<file path="config.mk">
export PLATFORM = sky130hd
export DESIGN_NAME = uart_tx_arb
export DESIGN_NICKNAME = d
export VERILOG_FILES = /design/src/rtl/uart_tx_arb.sv
export SDC_FILE = /design/constraint.sdc
export NUM_CORES = 1
export LEC_CHECK = 0
export CORE_MARGIN = 2
export CORE_UTILIZATION = 44
export DETAILED_ROUTE_END_ITERATION = 8
export PLACE_DENSITY_LB_ADDON = 0.25
export SYNTH_ARGS = -nofsm -noshare
export SYNTH_HDL_FRONTEND = slang
export SYNTH_SLANG_ARGS = --single-unit
</file>
<file path="constraint.sdc">
create_clock -name sclk -period 1.68 [get_ports sclk]
set_input_delay 0.168 -clock sclk [delete_from_list [all_inputs] [get_ports sclk]]
set_output_delay 0.168 -clock sclk [all_outputs]
set_load 0.02 [all_outputs]
</file>
<file path="src/rtl/uart_tx_arb.sv">
// uart_tx_arb -- two-source round-robin byte arbiter in front of a UART
// transmitter. A selected byte is registered onto tx_data. A one-cycle
// tx_trig pulse starts the transmitter. The arbiter then waits out one
// full frame, 10*(BAUD_END+1)+FRAME_GAP cycles, before it selects again.
//
// Parameters:
//   BAUD_END  - per-bit terminal count of the transmitter (bit = BAUD_END+1 cycles)
//   FRAME_GAP - extra idle guard cycles appended after each frame
//
// Ports:
//   sclk, s_rst_n          - clock (rising edge), async active-low reset
//   inN_valid/data/ready   - per-source byte handshake (N = 0, 1)
//   tx_trig                - one-cycle start pulse to the transmitter
//   tx_data                - byte being transmitted (held until next selection)
//   busy                   - high whenever the arbiter is not idle
//   grant_id               - source of the last byte issued
//
// Optional feature: define UART_TX_ARB_FIFO_EN to give each source a
// 4-entry FIFO. Without it there is no storage. In that case a source is
// accepted only in the cycle in which it is selected.
module uart_tx_arb #(
  parameter int unsigned BAUD_END  = 5207,
  parameter int unsigned FRAME_GAP = 2
) (
  input  logic       sclk,
  input  logic       s_rst_n,
  input  logic       in0_valid,
  input  logic [7:0] in0_data,
  output logic       in0_ready,
  input  logic       in1_valid,
  input  logic [7:0] in1_data,
  output logic       in1_ready,
  output logic       tx_trig,
  output logic [7:0] tx_data,
  output logic       busy,
  output logic       grant_id
);

  localparam int unsigned FRAME_CYCLES = 10 * (BAUD_END + 1) + FRAME_GAP;
  localparam int unsigned TW_MIN       = $clog2(FRAME_CYCLES);
  localparam int unsigned TW           = (TW_MIN > 16) ? TW_MIN : 16;
  localparam logic [TW-1:0] FRAME_LAST = TW'(FRAME_CYCLES - 1);

  typedef enum logic [1:0] {S_IDLE, S_TRIG, S_WAIT} state_t;

  state_t        state, state_nxt;
  logic [TW-1:0] timer, timer_nxt;
  logic          rr_ptr;

  logic [1:0] vld;
  logic [1:0] pend;
  logic [7:0] head [2];
  logic       sel_id;
  logic       sel_fire;
  logic [7:0] sel_byte;

  assign vld = {in1_valid, in0_valid};

  // Both pending: the preferred source wins. Otherwise the only pending source wins.
  assign sel_id   = (&pend) ? rr_ptr : pend[1];
  assign sel_fire = (state == S_IDLE) && (|pend);
  assign sel_byte = head[sel_id];

`ifdef UART_TX_ARB_FIFO_EN
  logic [7:0] din    [2];
  logic [7:0] mem    [2][4];
  logic [1:0] wr_ptr [2];
  logic [1:0] rd_ptr [2];
  logic [2:0] count  [2];
  logic [1:0] full, push, pop;

  assign din[0]  = in0_data;
  assign din[1]  = in1_data;
  assign full    = {count[1] == 3'd4, count[0] == 3'd4};
  assign pend    = {count[1] != 3'd0, count[0] != 3'd0};
  // Ready comes from the registered count only. A full FIFO therefore
  // refuses a write even in the cycle it is popped.
  assign push    = vld & ~full;
  assign pop     = {sel_fire & sel_id, sel_fire & ~sel_id};
  assign head[0] = mem[0][rd_ptr[0]];
  assign head[1] = mem[1][rd_ptr[1]];
  assign in0_ready = ~full[0];
  assign in1_ready = ~full[1];

  always_ff @(posedge sclk or negedge s_rst_n) begin
    if (!s_rst_n) begin
      for (int unsigned i = 0; i < 2; i++) begin
        wr_ptr[i[0]] <= '0;
        rd_ptr[i[0]] <= '0;
        count[i[0]]  <= '0;
      end
    end else begin
      for (int unsigned i = 0; i < 2; i++) begin
        if (push[i[0]]) wr_ptr[i[0]] <= wr_ptr[i[0]] + 2'd1;
        if (pop[i[0]])  rd_ptr[i[0]] <= rd_ptr[i[0]] + 2'd1;
        case ({push[i[0]], pop[i[0]]})
          2'b10:   count[i[0]] <= count[i[0]] + 3'd1;
          2'b01:   count[i[0]] <= count[i[0]] - 3'd1;
          default: count[i[0]] <= count[i[0]];
        endcase
      end
    end
  end

  always_ff @(posedge sclk) begin
    for (int unsigned i = 0; i < 2; i++) begin
      if (push[i[0]]) mem[i[0]][wr_ptr[i[0]]] <= din[i[0]];
    end
  end
`else
  assign pend      = vld;
  assign head[0]   = in0_data;
  assign head[1]   = in1_data;
  assign in0_ready = sel_fire & ~sel_id;
  assign in1_ready = sel_fire &  sel_id;
`endif

  always_comb begin
    state_nxt = state;
    timer_nxt = timer;
    case (state)
      S_IDLE: if (sel_fire) state_nxt = S_TRIG;
      S_TRIG: begin
        state_nxt = S_WAIT;
        timer_nxt = '0;
      end
      S_WAIT: begin
        if (timer == FRAME_LAST) begin
          state_nxt = S_IDLE;
          timer_nxt = '0;
        end else begin
          timer_nxt = timer + 1'b1;
        end
      end
      default: begin
        state_nxt = S_IDLE;
        timer_nxt = '0;
      end
    endcase
  end

  always_ff @(posedge sclk or negedge s_rst_n) begin
    if (!s_rst_n) begin
      state    <= S_IDLE;
      timer    <= '0;
      rr_ptr   <= 1'b0;
      tx_data  <= '0;
      grant_id <= 1'b0;
    end else begin
      state <= state_nxt;
      timer <= timer_nxt;
      if (sel_fire) begin
        tx_data  <= sel_byte;
        grant_id <= sel_id;
        rr_ptr   <= ~sel_id;
      end
    end
  end

  assign tx_trig = (state == S_TRIG);
  assign busy    = (state != S_IDLE);

endmodule

</file>
==> run summary, run 1 <==
Core ar. -> 0.003078 sq mm
Net switching power -> 0.001120 W
Detail Route Antenna Nets -> 0
Synth Area in Compound Gates -> 21.39%
Critical path capture point type -> flip-flop
Largest family of logic cells by synthesized area -> compound AO/OA/AOI/OAI gates
Post-synthesis sequential area ratio -> 48.70%
Setup Skew -> 0.004439 ns
Worst skew pair latency -> 0.34 ns
Post-Synth Simple-Gate Area -> 21.13%
IR Drop Worst-Case VDD -> 0.0008929 V
Final setup margin -> -0.2747 ns
Share of cells above drive strength 1 -> 22.77%
Total CTS buffers -> 3
Post-Layout Inst Area -> 0.002068 sq mm
Status -> finished, violations left
Nets -> 225
Hold WC Path Type -> in2async
Critical path type -> reg2reg
Xor/xnor share of the synthesized area -> 0%
Critical path launch point type -> flip-flop
Clk network pwr share -> 12.0%
Worst r2r src -> timer[7]$_DFFE_PN0P_
Antenna cells -> 0
Largest net degree at the start of global routing -> 29
Required @ worst endpoint -> 1.91 ns
Slew margin rel. -> 76.17%
Area after DPL -> 0.001989 sq mm
Gr ovfl total -> 0
Layout area overhead -> 43.74%
Detail-routed net length per standard cell -> 16.76 microns
Ports -> 33
# port buffers -> 32
Max-slew violation count -> 0
Comb power frac -> 53.9%
Yosys warns -> 0
Max-cap viol count -> 0
CTS tree -> built
Worst Hold Slack -> 0.1888 ns
H-tree depth -> 1
Initial antenna violation count -> 0
Initial Utilization -> 46.75%
Synth Area in Adders -> 1.739%
Die X -> 61.19 microns
Die height -> 61.19 microns
Syn avg cell area -> 10.06 sq um
Power density cells -> 1347 mW/mm^2
P_int -> 0.001667 W
Worst EP arrival -> 2.18 ns
Register share of total power -> 34.0%
Final setup fails -> 14
CP max FO -> 6
Fmax -> 0.5116 GHz
Worst-margin pin slew -> 0.3575 ns
GRT Resource Usage Total -> 25.48%
R2R setup slack -> -0.27 ns
Failing checks -> setup timing
Drt first pass iters -> 4
Die area -> 0.003744 sq mm
Synth unique cells -> 38
Pwr Total -> 0.002787 W
DR vias/cell -> 5.671
Fillcell total -> 253
Unrepaired setup endpoints after global routing -> yes
Worst flop-to-flop path endpoint -> timer[4]$_DFFE_PN0P_
DRT iter0 DRCs -> 104
Worst-path clk slew -> 0.15 ns
Synth Cell Area -> 0.001439 sq mm
Static leakage -> 0.9557 nW
Post-Syn Nets -> 165
Final wirelength -> 4.123 mm
Row count -> 20
Final Hold Vio Count -> 0
R2R depth -> 4
Switching share of power -> 40.19%
Clk sinks -> 28
Hold_buf cts -> 0
Vias -> 1395
Min Tclk post-route -> 1.955 ns
Vias in the first global route -> 1480
Post-synthesis cell count -> 143
CTS Buffer Depth -> 2
First-pass GRT wire length -> 6.969 mm
DP HPWL -> 2.986 mm
Final period utilization -> 116.4%
Placer's final routability congestion estimate -> 0.8484
Mux share of post-synthesis cell area -> 0.6957%
Dpl ws -> -0.2613 ns
Count of state elements after synthesis -> 28
Root Driver -> clkbuf_4
DRC -> 0
[worst max-delay path by stage]
| stage | from | endpoint | slack, ns | depth (start not counted) |
|---|---|---|---|---|
| 2_1_floorplan | timer[12]$_DFFE_PN0P_ | timer[9]$_DFFE_PN0P_ | -0.12 | 4 |
| 3_3_place_gp | timer[7]$_DFFE_PN0P_ | timer[9]$_DFFE_PN0P_ | -0.18 | 4 |
| 3_5_place_dp | timer[7]$_DFFE_PN0P_ | timer[4]$_DFFE_PN0P_ | -0.26 | 4 |
| 4_1_cts | timer[12]$_DFFE_PN0P_ | timer[4]$_DFFE_PN0P_ | -0.24 | 4 |
| 5_1_grt | timer[7]$_DFFE_PN0P_ | timer[13]$_DFFE_PN0P_ | -0.33 | 6 |
| 6_report | timer[7]$_DFFE_PN0P_ | timer[4]$_DFFE_PN0P_ | -0.27 | 4 |
[cells in the final DEF, fill, tap and decap left out, types with 2 or more instances in the layout]
cell type        count
a222oi_1             8
a31oi_1              6
dfrtp_1             28
ha_1                 2
or3_1                2
and2_1               6
o21ai_1              4
buf_4               30
dlygate4sd2_1        2
clkbuf_2             2
inv_1               15
a21oi_1              4
nand3_1              7
nor2_1               2
clkbuf_4             3
nand2b_1             2
clkdlybuf4s50_1     28
o311ai_1             2
nand2_1              8
nand4_1              3
or4b_4               2
and3_1               4
o31ai_1              7
a21o_1               2
and4_1               2
[critical path, stage by stage, from the launching register on]
cell and delay [ns]:
dfrtp_1 0.41, or4b_4 0.54, o41a_1 0.56, a31oi_1 0.22, o31ai_1 0.11
[registers in the layout (all words and copies together), names as in the netlist]
register	flops
tx_data	8
timer	16
grant_id	1
state	2
rr_ptr	1
[layout make-up]
type	count	area, sq um	share of cell area, %
well taps	44	55.05	2.662
repair buffers	63	544.3	26.32
inverters	15	56.30	2.722
clock buffers	4	36.28	1.754
multi-input cells	92	675.6	32.67
flip-flops and latches	28	700.7	33.88
[cells in the mapped netlist]
cell,instances,area [sq um]
a211oi_2,1,12.51
a21o_1,2,15.01
a21oi_1,4,20.02
a222oi_1,8,80.08
a2bb2oi_1,1,8.760
a311o_1,1,10.01
a31oi_1,6,37.54
and2_1,6,37.54
and2b_1,1,7.510
and3_1,4,25.02
and4_1,3,26.28
buf_2,1,5.000
buf_4,1,7.510
clkbuf_1,6,22.52
dfrtp_1,28,700.7
ha_1,2,25.02
inv_1,15,56.30
mux2i_1,1,10.01
nand2_1,8,30.03
nand2b_1,2,12.51
nand3_1,8,40.04
nand3b_1,1,7.510
nand4_1,3,18.77
nand4b_1,1,8.760
nor2_1,3,11.26
nor2b_1,1,6.260
nor3_1,1,5.000
nor4_2,1,12.51
o211ai_1,1,7.510
o21ai_1,4,20.02
o22ai_1,1,6.260
o311ai_0,1,8.760
o311ai_1,2,17.52
o31ai_1,7,52.55
o41a_1,1,11.26
or3_1,3,18.77
or3b_1,1,8.760
or4b_4,2,27.53
[metrics by stage]
stage / utilization, % / cells / setup TNS (ns)
after floorplan: - / 143 / -0.9301
after global routing: 67.20 / 246 / -3.961
after CTS: 67.24 / 246 / -2.430
after global placement: 64.63 / 239 / -1.050
after detailed placement: 64.63 / 239 / -1.595
final: 67.20 / 246 / -3.121
[what timing repair did]
action / CTS / global route
pin swaps: 4 / 4
setup endpoints to repair: 18 / 19
resized for setup: 10 / 5
buffers inserted: 3 / 0
[routing by layer]
metal  routed length [microns]  track usage [%]  vias up
li1                          -                -      657
met4                        54            9.627        0
met1                      1778            32.13      695
met5                         0                0        -
met2                      2121            44.68       39
met3                       168            2.941        4
[kinds of logic after synthesis]
kind of cell               after synthesis
buffers and inverters                   23
and+or+nand+nor                         49
AOI/OAI and AO/OA                       40
adders and majority gates                2
muxes                                    1
DFF                                     28
[power by group through the flow]
stage	clock (W)	sequential (W)	combinational, W
after floorplan	0	0.00110	0.000568
after global placement	0	0.000946	0.00140
after detailed placement	0	0.000960	0.00146
after CTS	0.000348	0.000945	0.00150
after global routing	0.000372	0.000968	0.00163
final	0.000336	0.000949	0.00150
No activity file was read; power rests on OpenSTA's default activity.
==> inputs of run 2 (changes only) <==
--- a/config.mk
+++ b/config.mk
@@ -6,7 +6,7 @@
 export NUM_CORES = 1
 export LEC_CHECK = 0
 export CORE_MARGIN = 2
-export CORE_UTILIZATION = 44
+export CORE_UTILIZATION = 25
 export DETAILED_ROUTE_END_ITERATION = 8
 export PLACE_DENSITY_LB_ADDON = 0.25
 export SYNTH_ARGS = -nofsm -noshare
==> run 2 against run 1 <==
The flow still finishes with violations (setup timing). Via count increased by 0.43%. Core utilization decreased by 29 points. Setup slack better by 0.023 ns. Clock-buffer cell count is the same. Largest cell class unchanged.
==> run summary, run 2 (synthesized netlist as in run 1, its figures left out) <==
Required @ worst endpoint -> 1.84 ns (-0.07 ns)
Final wirelength -> 3.959 mm (-4.0%)
Gr ovfl total -> 0 (unchanged)
Antenna cells -> 0 (unchanged)
Final setup margin -> -0.2518 ns (+0.02289 ns)
Failing checks -> setup timing
Critical path's slowest cell -> or4b_4
Max-cap viol count -> 0 (unchanged)
Root Driver -> clkbuf_8
Largest net degree at the start of global routing -> 29 (unchanged)
TNS Setup -> -2.013 ns (+1.108 ns)
Initial antenna violation count -> 0 (unchanged)
Most used routing layer -> met2
CP startpoint -> timer[7]$_DFFE_PN0P_
Fin util -> 38.66% (-29 points)
Worst EP arrival -> 2.10 ns (-0.08 ns)
Worst-margin pin slew -> 0.3608 ns (+0.003257 ns)
CTS Buffer Depth -> 2 (unchanged)
Top reg by flops -> timer
Nets -> 226 (+0.44%)
First-pass GRT wire length -> 6.658 mm (-4.5%)
Row count -> 27 (+35%)
Total CTS buffers -> 3 (unchanged)
DR vias/cell -> 5.095 (-10%)
Fillcell total -> 555 (+120%)
Worst flop-to-flop path endpoint -> timer[9]$_DFFE_PN0P_
Pwr Total -> 0.002852 W (+2.3%)
Worst path cell trace -> or4b_4 > o41a_1 > a31oi_1 > o31ai_1
Final Hold Vio Count -> 0 (unchanged)
Drt first pass iters -> 5 (+1)
Largest regs -> timer: 16 flops, tx_data: 8 flops, state: 2 flops
Final period utilization -> 115.0% (-1.4 points)
Max-slew violation count -> 0 (unchanged)
Min Tclk post-route -> 1.932 ns (-0.02289 ns)
DRT iter0 DRCs -> 110 (+5.8%)
Status -> finished, violations left
Vias -> 1401 (+0.43%)
Initial Utilization -> 25.97% (-21 points)
Detail-routed net length per standard cell -> 14.40 microns (-14%)
Worst-path clk slew -> 0.10 ns (-0.05 ns)
Fmax -> 0.5177 GHz (+1.2%)
Power density cells -> 1332 mW/mm^2 (-1.2%)
Critical path launch point type -> flip-flop
Critical path capture point type -> flip-flop
Footprint of the multi-input gates -> 671.9 sq um (-0.56%)
Area after DPL -> 0.002044 sq mm (+2.8%)
Worst r2r src -> timer[7]$_DFFE_PN0P_
Static leakage -> 0.9667 nW (+1.1%)
Setup Skew -> 0.009460 ns (+0.005021 ns)
Unrepaired setup endpoints after global routing -> yes
Ports -> 33 (unchanged)
GR Util met3 -> 1.018% (-1.9 points)
Post-Layout Inst Area -> 0.002142 sq mm (+3.6%)
Clk sinks -> 28 (unchanged)
Non-Filler Instances -> 275 (+12%)
Slew margin rel. -> 75.95% (-0.22 points)
Share of cells above drive strength 1 -> 21.67% (-1.1 points)
# port buffers -> 32 (unchanged)
Register area -> 700.7 sq um (unchanged)
Dpl cells -> 268 (+12%)
Final setup fails -> 14 (unchanged)
Worst skew pair latency -> 0.28 ns (-0.06 ns)
R2R setup slack -> -0.25 ns (+0.02 ns)
Vias in the first global route -> 1383 (-6.6%)
Most common cell after layout, fill and taps aside -> buf_4
Placer's final routability congestion estimate -> 0.8384 (-1.2%)
Detail Route Antenna Nets -> 0 (unchanged)
CP max FO -> 6 (unchanged)
Crit-path max cell delay -> 0.56 ns (about the same)
M1 GR Usage -> 18.10% (-14 points)
H-tree depth -> 1 (unchanged)
Critical path type -> reg2reg
IR Drop Worst-Case VDD -> 0.0003913 V (-56%)
Most frequent cells in the layout -> 31 x buf_4, 28 x dfrtp_1, 28 x clkdlybuf4s50_1
Number of flip-flops in the largest register -> 16 (unchanged)
GRT Resource Usage Total -> 13.35% (-12 points)
Hold WC Path Type -> in2async
DRC -> 0 (unchanged)
Met2 GRT Util -> 22.44% (-22 points)
Layout area overhead -> 48.87%
Die height -> 79.87 microns (+31%)
R2R depth -> 4 (unchanged)
Die X -> 79.87 microns (+31%)
Core ar. -> 0.005540 sq mm (+80%)
DP HPWL -> 3.041 mm (+1.8%)
CTS tree -> built
Die area -> 0.006378 sq mm (+70%)
[run 2: worst max path at each step]
| stage | end | cells past startpoint |
|---|---|---|
| final | timer[9]$_DFFE_PN0P_ | 4 |
| after global routing | timer[9]$_DFFE_PN0P_ | 4 |
| after CTS | timer[4]$_DFFE_PN0P_ | 4 |
| after detailed placement | timer[9]$_DFFE_PN0P_ | 4 |
| after global placement | timer[9]$_DFFE_PN0P_ | 4 |
| after floorplan | timer[9]$_DFFE_PN0P_ | 4 |
[run 2: area by class of cell]
cell class | count | share of cell area [%]
Clock buffer | 4 | 2.570
Sequential cell | 28 | 32.71
Tap cell | 72 | 4.206
Multi-Input combinational cell | 92 | 31.37
Inverter | 15 | 2.629
Timing Repair Buffer | 64 | 26.52
[run 2: critical path: cells and delay by family, from the launching register on]
kind / cells / cell delay, ns
DFF: 1 / 0.40
and+or+nand+nor: 1 / 0.56
AOI/OAI and AO/OA: 3 / 0.87
[run 2: routing by layer]
layer  vias up  part of all wire (%)
met4         0                   1.7
met2        29                    51
li1        661                     -
met3         6                   2.1
met1       705                    45
met5         -                     0
[run 2: what timing repair did]
item	in CTS	in global routing
gates cloned	0	0
pin swaps	4	4
endpoints found under the setup margin	19	16
gates resized for setup	6	4
hold buffers	0	0
buffers inserted	2	1
[run 2: power breakdown]
group	total (W)	switching [W]	internal, W
clock network	0.000428	0.000218	0.000210
registers	0.000959	0.000111	0.000848
logic	0.00147	0.000779	0.000686
total	0.00285	0.00111	0.00174
[run 2: through the flow]
stage / setup WS [ns] / hold slack [ns]
CTS: -0.2349 / 0.2921
detailed placement: -0.2781 / 0.4687
finish: -0.2518 / 0.2716
global placement: -0.2199 / 0.4625
floorplan: -0.1221 / -0.1276
global route: -0.3015 / 0.3151
==> inputs of run 3 (changes only) <==
--- a/config.mk
+++ b/config.mk
@@ -5,6 +5,8 @@
 export SDC_FILE = /design/constraint.sdc
 export NUM_CORES = 1
 export LEC_CHECK = 0
+export CELL_PAD_IN_SITES_DETAIL_PLACEMENT = 1
+export CELL_PAD_IN_SITES_GLOBAL_PLACEMENT = 1
 export CORE_MARGIN = 2
 export CORE_UTILIZATION = 25
 export DETAILED_ROUTE_END_ITERATION = 8
==> run 3 against run 2 <==
Combinational power rose by 5%. Setup slack improved by 0.017 ns. Largest cell class unchanged. Critical endpoint is now timer[4]$_DFFE_PN0P_. Total power rose by 2.8%. The run still ends with setup timing left. Clock skew fell by 0.0067 ns. Clock-buffer cell count did not move. Sequential power fell by 0.8%.
==> run summary, run 3 (synthesized netlist as in run 1, its figures left out) <==
Hold WC Path Type -> in2async
Nets -> 225 (-0.44%)
Die height -> 79.87 microns (unchanged)
Register share of total power -> 32.4% (-1.2 points)
Failing checks -> setup timing
Final Hold Vio Count -> 0 (unchanged)
H-tree depth -> 1 (unchanged)
Worst-margin pin slew -> 0.3897 ns (+0.02898 ns)
Worst Hold Slack -> 0.2693 ns (-0.002304 ns)
Critical path's slowest cell -> or4b_4
Post-Layout Inst Area -> 0.002165 sq mm (+1.1%)
CTS tree -> built
Layout area overhead -> 50.44%
# port buffers -> 32 (unchanged)
Root Driver -> clkbuf_8
Worst path cell trace -> or4b_4 > o41a_1 > a31oi_1 > o31ai_1
Core ar. -> 0.005540 sq mm (unchanged)
Clk network pwr share -> 14.8% (-0.2 points)
Max-slew violation count -> 0 (unchanged)
Die X -> 79.87 microns (unchanged)
Switching share of power -> 39.92% (+1.1 points)
Crit-path max cell delay -> 0.55 ns (about the same)
Critical path type -> reg2reg
Comb power frac -> 52.7% (+1.3 points)
Slew margin rel. -> 74.02% (-1.9 points)
CP max FO -> 6 (unchanged)
Required @ worst endpoint -> 1.85 ns (about the same)
Number of flip-flops in the largest register -> 16 (unchanged)
Final setup fails -> 14 (unchanged)
Unrepaired setup endpoints after global routing -> yes
Status -> finished, violations left
First-pass GRT wire length -> 7.638 mm (+15%)
Largest net degree at the start of global routing -> 29 (unchanged)
Drt first pass iters -> 5 (unchanged)
Die area -> 0.006378 sq mm (unchanged)
Max-cap viol count -> 0 (unchanged)
CTS Buffer Depth -> 2 (unchanged)
Worst-path clk slew -> 0.10 ns (about the same)
Detail Route Antenna Nets -> 0 (unchanged)
Vias in the first global route -> 1556 (+13%)
Row count -> 27 (unchanged)
GRT Resource Usage Total -> 15.40% (+2.1 points)
Initial antenna violation count -> 0 (unchanged)
Total CTS buffers -> 3 (unchanged)
CP Depth -> 4 (unchanged)
DRC -> 0 (unchanged)
Initial Utilization -> 25.97% (unchanged)
Setup Skew -> 0.002728 ns (-0.006732 ns)
Buffers & Inverters on Critical Path -> 0 (unchanged)
Static leakage -> 0.9721 nW (+0.56%)
P_int -> 0.001761 W (+0.96%)
Final period utilization -> 114.0% (-1.0 points)
DR vias/cell -> 5.102 (+0.15%)
Vias -> 1398 (-0.21%)
Power density cells -> 1354 mW/mm^2 (+1.7%)
Gr ovfl total -> 0 (unchanged)
Worst skew pair latency -> 0.28 ns (about the same)
Worst EP arrival -> 2.08 ns (-0.02 ns)
Critical path launch point type -> flip-flop
Final wirelength -> 4.775 mm (+21%)
Placer's final routability congestion estimate -> 0.8409 (+0.30%)
Fmax -> 0.5223 GHz (+0.89%)
Most frequent cells in the layout -> 28 x dfrtp_1, 28 x clkdlybuf4s50_1, 27 x buf_4
Antenna cells -> 0 (unchanged)
Net switching power -> 0.001170 W (+5.6%)
Clk sinks -> 28 (unchanged)
IR Drop Worst-Case VDD -> 0.0005713 V (+46%)
R2R depth -> 4 (unchanged)
Final setup margin -> -0.2347 ns (+0.01712 ns)
DRT iter0 DRCs -> 51 (-54%)
Top Family by Delay on Critical Path -> compound AO/OA/AOI/OAI gates
Largest regs -> timer: 16 flops, tx_data: 8 flops, state: 2 flops
Share of cells above drive strength 1 -> 23.27% (+1.6 points)
DP HPWL -> 3.460 mm (+14%)
Top reg by flops -> timer
Ports -> 33 (unchanged)
Detail-routed net length per standard cell -> 17.43 microns (+21%)
Min Tclk post-route -> 1.915 ns (-0.01712 ns)
Critical path capture point type -> flip-flop
Area after DPL -> 0.002017 sq mm (-1.3%)
[run 3: changes by cell type in the layout (fill, tap and decap cells not counted), sizes merged]
cell | before | now
clkdlybuf4s15 | 0 | 2
dlygate4sd2 | 4 | 2
buf | 32 | 31
[run 3: what timing repair did]
item | CTS | global route
endpoints found under the setup margin | 18 | 22
resized for setup | 4 | 16
gates cloned | 0 | 0
pin swaps | 2 | 6
hold buffers | 0 | 0
setup buffers | 1 | 3
[run 3: layout make-up]
type | instances | area (sq um)
repair buffers | 63 | 565.5
inverters | 15 | 56.30
fillers | 653 | 3376
clock buffers | 4 | 55.05
well taps | 72 | 90.09
multi-input cells | 92 | 696.9
flip-flops and latches | 28 | 700.7
[run 3: worst paths after layout]
| path | start | end | slack (ns) |
|---|---|---|---|
| setup / recovery | timer[2]$_DFFE_PN0P_ | timer[4]$_DFFE_PN0P_ | -0.23 |
| hold / removal | s_rst_n | tx_data[0]$_DFFE_PN0N_ | 0.27 |
| setup reg to reg | timer[2]$_DFFE_PN0P_ | timer[4]$_DFFE_PN0P_ | -0.23 |
| hold reg to reg | grant_id$_DFFE_PN0N_ | grant_id$_DFFE_PN0N_ | 0.49 |
| max in group asynchronous | s_rst_n | timer[3]$_DFFE_PN0P_ | 1.12 |
| min in group sclk | grant_id$_DFFE_PN0N_ | grant_id$_DFFE_PN0N_ | 0.49 |
[run 3: worst reg2reg max path: cells and delay by family (launching register included)]
| family | cells | cell delay, ns |
|---|---|---|
| compound gates | 3 | 0.86 |
| simple gates | 1 | 0.55 |
| flops | 1 | 0.40 |
[run 3: power by group through the flow]
stage / combinational (W) / sequential (W) / clock (W)
floorplan: 0.000568 / 0.00110 / 0
global placement: 0.00145 / 0.000945 / 0
detailed placement: 0.00150 / 0.000960 / 0
CTS: 0.00148 / 0.000948 / 0.000455
global route: 0.00168 / 0.000970 / 0.000485
finish: 0.00155 / 0.000951 / 0.000434
[run 3: stage by stage]
stage | total power [W] | TNS [ns] | cells | worst slack, ns | util (%)
2_1_floorplan | 0.001666 | -0.9301 | 143 | -0.1221 | -
5_1_grt | 0.003134 | -3.477 | 274 | -0.2942 | 39.07
3_3_place_gp | 0.002392 | -1.577 | 266 | -0.2304 | 36.40
3_5_place_dp | 0.002462 | -2.006 | 266 | -0.2471 | 36.40
4_1_cts | 0.002884 | -2.008 | 271 | -0.2190 | 37.44
6_report | 0.002931 | -2.561 | 274 | -0.2347 | 39.07
[run 3: per-layer routing]
metal	vias up	global-route usage, %	wire length [microns]
met1	722	19.21	2121
li1	657	-	-
met4	0	4.068	49
met5	-	0	0
met2	14	28.32	2533
met3	5	1.357	70
==> RTL edit: new RTL, config.mk and constraints of run 2 <==
Add a define of `UART_TX_ARB_FIFO_EN`.
--- a/src/rtl/uart_tx_arb.sv
+++ b/src/rtl/uart_tx_arb.sv
@@ -18,6 +18,8 @@
 // Optional feature: define UART_TX_ARB_FIFO_EN to give each source a
 // 4-entry FIFO. Without it there is no storage. In that case a source is
 // accepted only in the cycle in which it is selected.
+`define UART_TX_ARB_FIFO_EN
+
 module uart_tx_arb #(
   parameter int unsigned BAUD_END  = 5207,
   parameter int unsigned FRAME_GAP = 2
Check against the original RTL: not equivalent (Yosys sat finds a counterexample within 4 cycles, from zero or initial values and one cycle with s_rst_n low).
==> RTL edit against run 2 <==
- the run still ends with negative setup slack left
- clock power rose to 5.2 times the old value
- area after synthesis rose to 3.2 times the old value
- die area increased to 3.0 times the old value
- count of clock-buffer cells in the layout grew 5
- wire length rose by 150%
- final area grew to 2.9 times the old value
- clock skew grew 2.0 ps
- power increased to 2.5 times the old value
- worst hold slack improved by 58 ps
- sequential cell count grew 78
- worst setup slack worse by 140 ps
- cell count rose by 130%
- largest cell class unchanged
- largest power group is now sequential cells
==> RTL edit: results (changes against run 2) <==
Layout
  – Non-CTS inverters: 16 (+1)
  – Share of post-route cells with drive strength above 1: 35.1% (+13 points)
  – #MultiIn Comb: 170 (+85%)
  – Clk tree area frac: 5.04% (+2.5 points)
  – Sequential cell area: 2980 sq um (+320%)
  – P&R area growth vs syn: 37.4%
  – NonClk Buf Share: 15.1% (-11 points)
  – Seq cells: 106 (+280%)

Critical path
  – Crit Path Max Fanout: 2 (-4)

Drt
  – First DRT Iteration DRCs: 91 (-17%)
  – Drt first pass iters: 4 (-1)
  – Vias per cell: 4.42 (-13%)
  – Met3 Wirelength: 309 microns (+270%)

Placed design
  – Final HPWL DP: 6650 microns (+120%)
  – Inst Count DP: 615 (+130%)
  – Area post-placement: 5670 sq um (+180%)
  – GP Congestion: 0.726 (-13%)

Die
  – Core area: 17900 sq um (+220%)

Timing
  – Final WS setup: -392 ps (-141 ps)
  – Clk_skew: 11.4 ps (+1.97 ps)
  – Slew margin rel.: 63.9% (-12 points)
  – Final setup viols: 6 (-8)

Status
  – Failing checks: negative setup slack
  – Status: finished, violations left

Clock network
  – Total CTS buffers: 9 (+6)
  – Clock-pin slew on the worst setup and hold paths: 70 ps (-30 ps)
  – Clock Latency Late Sink: 350 ps (+70 ps)
  – Depth of the CTS H-tree: 3 (+2)

GRT
  – First-pass GRT wire length: 15400 microns (+130%)
  – GRT met1 Usage: 12.3% (-5.8 points)

Synth
  – Post-synth ARST share: 39.6% (-60 points)
  – Syn Area/Cell: 14.9 sq um (+48%)

Power and ir drop
  – P_leak: 2.41 nW (+150%)
RTL edit: cell types whose count changed after synthesis, moves of 7 or more:
cell,change
edfxtp_1,+64
ha_1,+10
o31ai_1,-7
mux4_2,+16
dfrtp_1,+14
a22oi_1,+8
o21ai_0,+7
nand2_1,+20
a222oi_1,-8
xor2_1,+7
RTL edit: path summary, 6_finish.rpt:
check,startpoint,to,cells past startpoint
worst max-delay path,count[0],count[5],8
worst min-delay path,s_rst_n,timer[4],2
worst max register to register,count[0],count[5],8
worst min register to register,tx_data[5],tx_data[5],2
max in group asynchronous,s_rst_n,wr_ptr[2],3
min in group sclk,in0_data[6],mem[0][14],1
RTL edit: where the power goes:
group | total (W) | leakage, nW | internal (W) | switching, W
combinational | 0.00154 | 1.17 | 0.000811 | 0.000724
sequential | 0.00340 | 1.09 | 0.00324 | 0.000162
clock | 0.00222 | 0.152 | 0.00120 | 0.00102
total | 0.00715 | 2.41 | 0.00524 | 0.00191
RTL edit: cells by family (layout without fill, tap and decap cells):
family	Yosys count	in the layout	share of synthesized area (%)
mux	20	20	8.88
compound gates	45	45	7.03
flops	106	106	65.5
xor+xnor	13	13	2.51
buf+inv	28	134	2.73
fa+ha+maj	14	14	4.19
simple gates	78	78	9.10
RTL edit: worst register-to-register path, delay by kind of cell, from the launching register on:
family / cells / cell delay (ps)
AOI/OAI and AO/OA: 1 / 260
and+or+nand+nor: 2 / 530
adders and majority gates: 2 / 500
buffers and inverters: 1 / 40
DFF: 1 / 380
xor gates and xnor gates: 2 / 290
RTL edit: what timing repair did:
action / CTS / global route
gates cloned: 0 / 1
endpoints found under the setup margin: 13 / 28
buffers inserted: 3 / 5
resized for setup: 17 / 35
pin swaps: 3 / 16
hold endpoints to repair: 19 / 0
hold buffers: 1 / 0
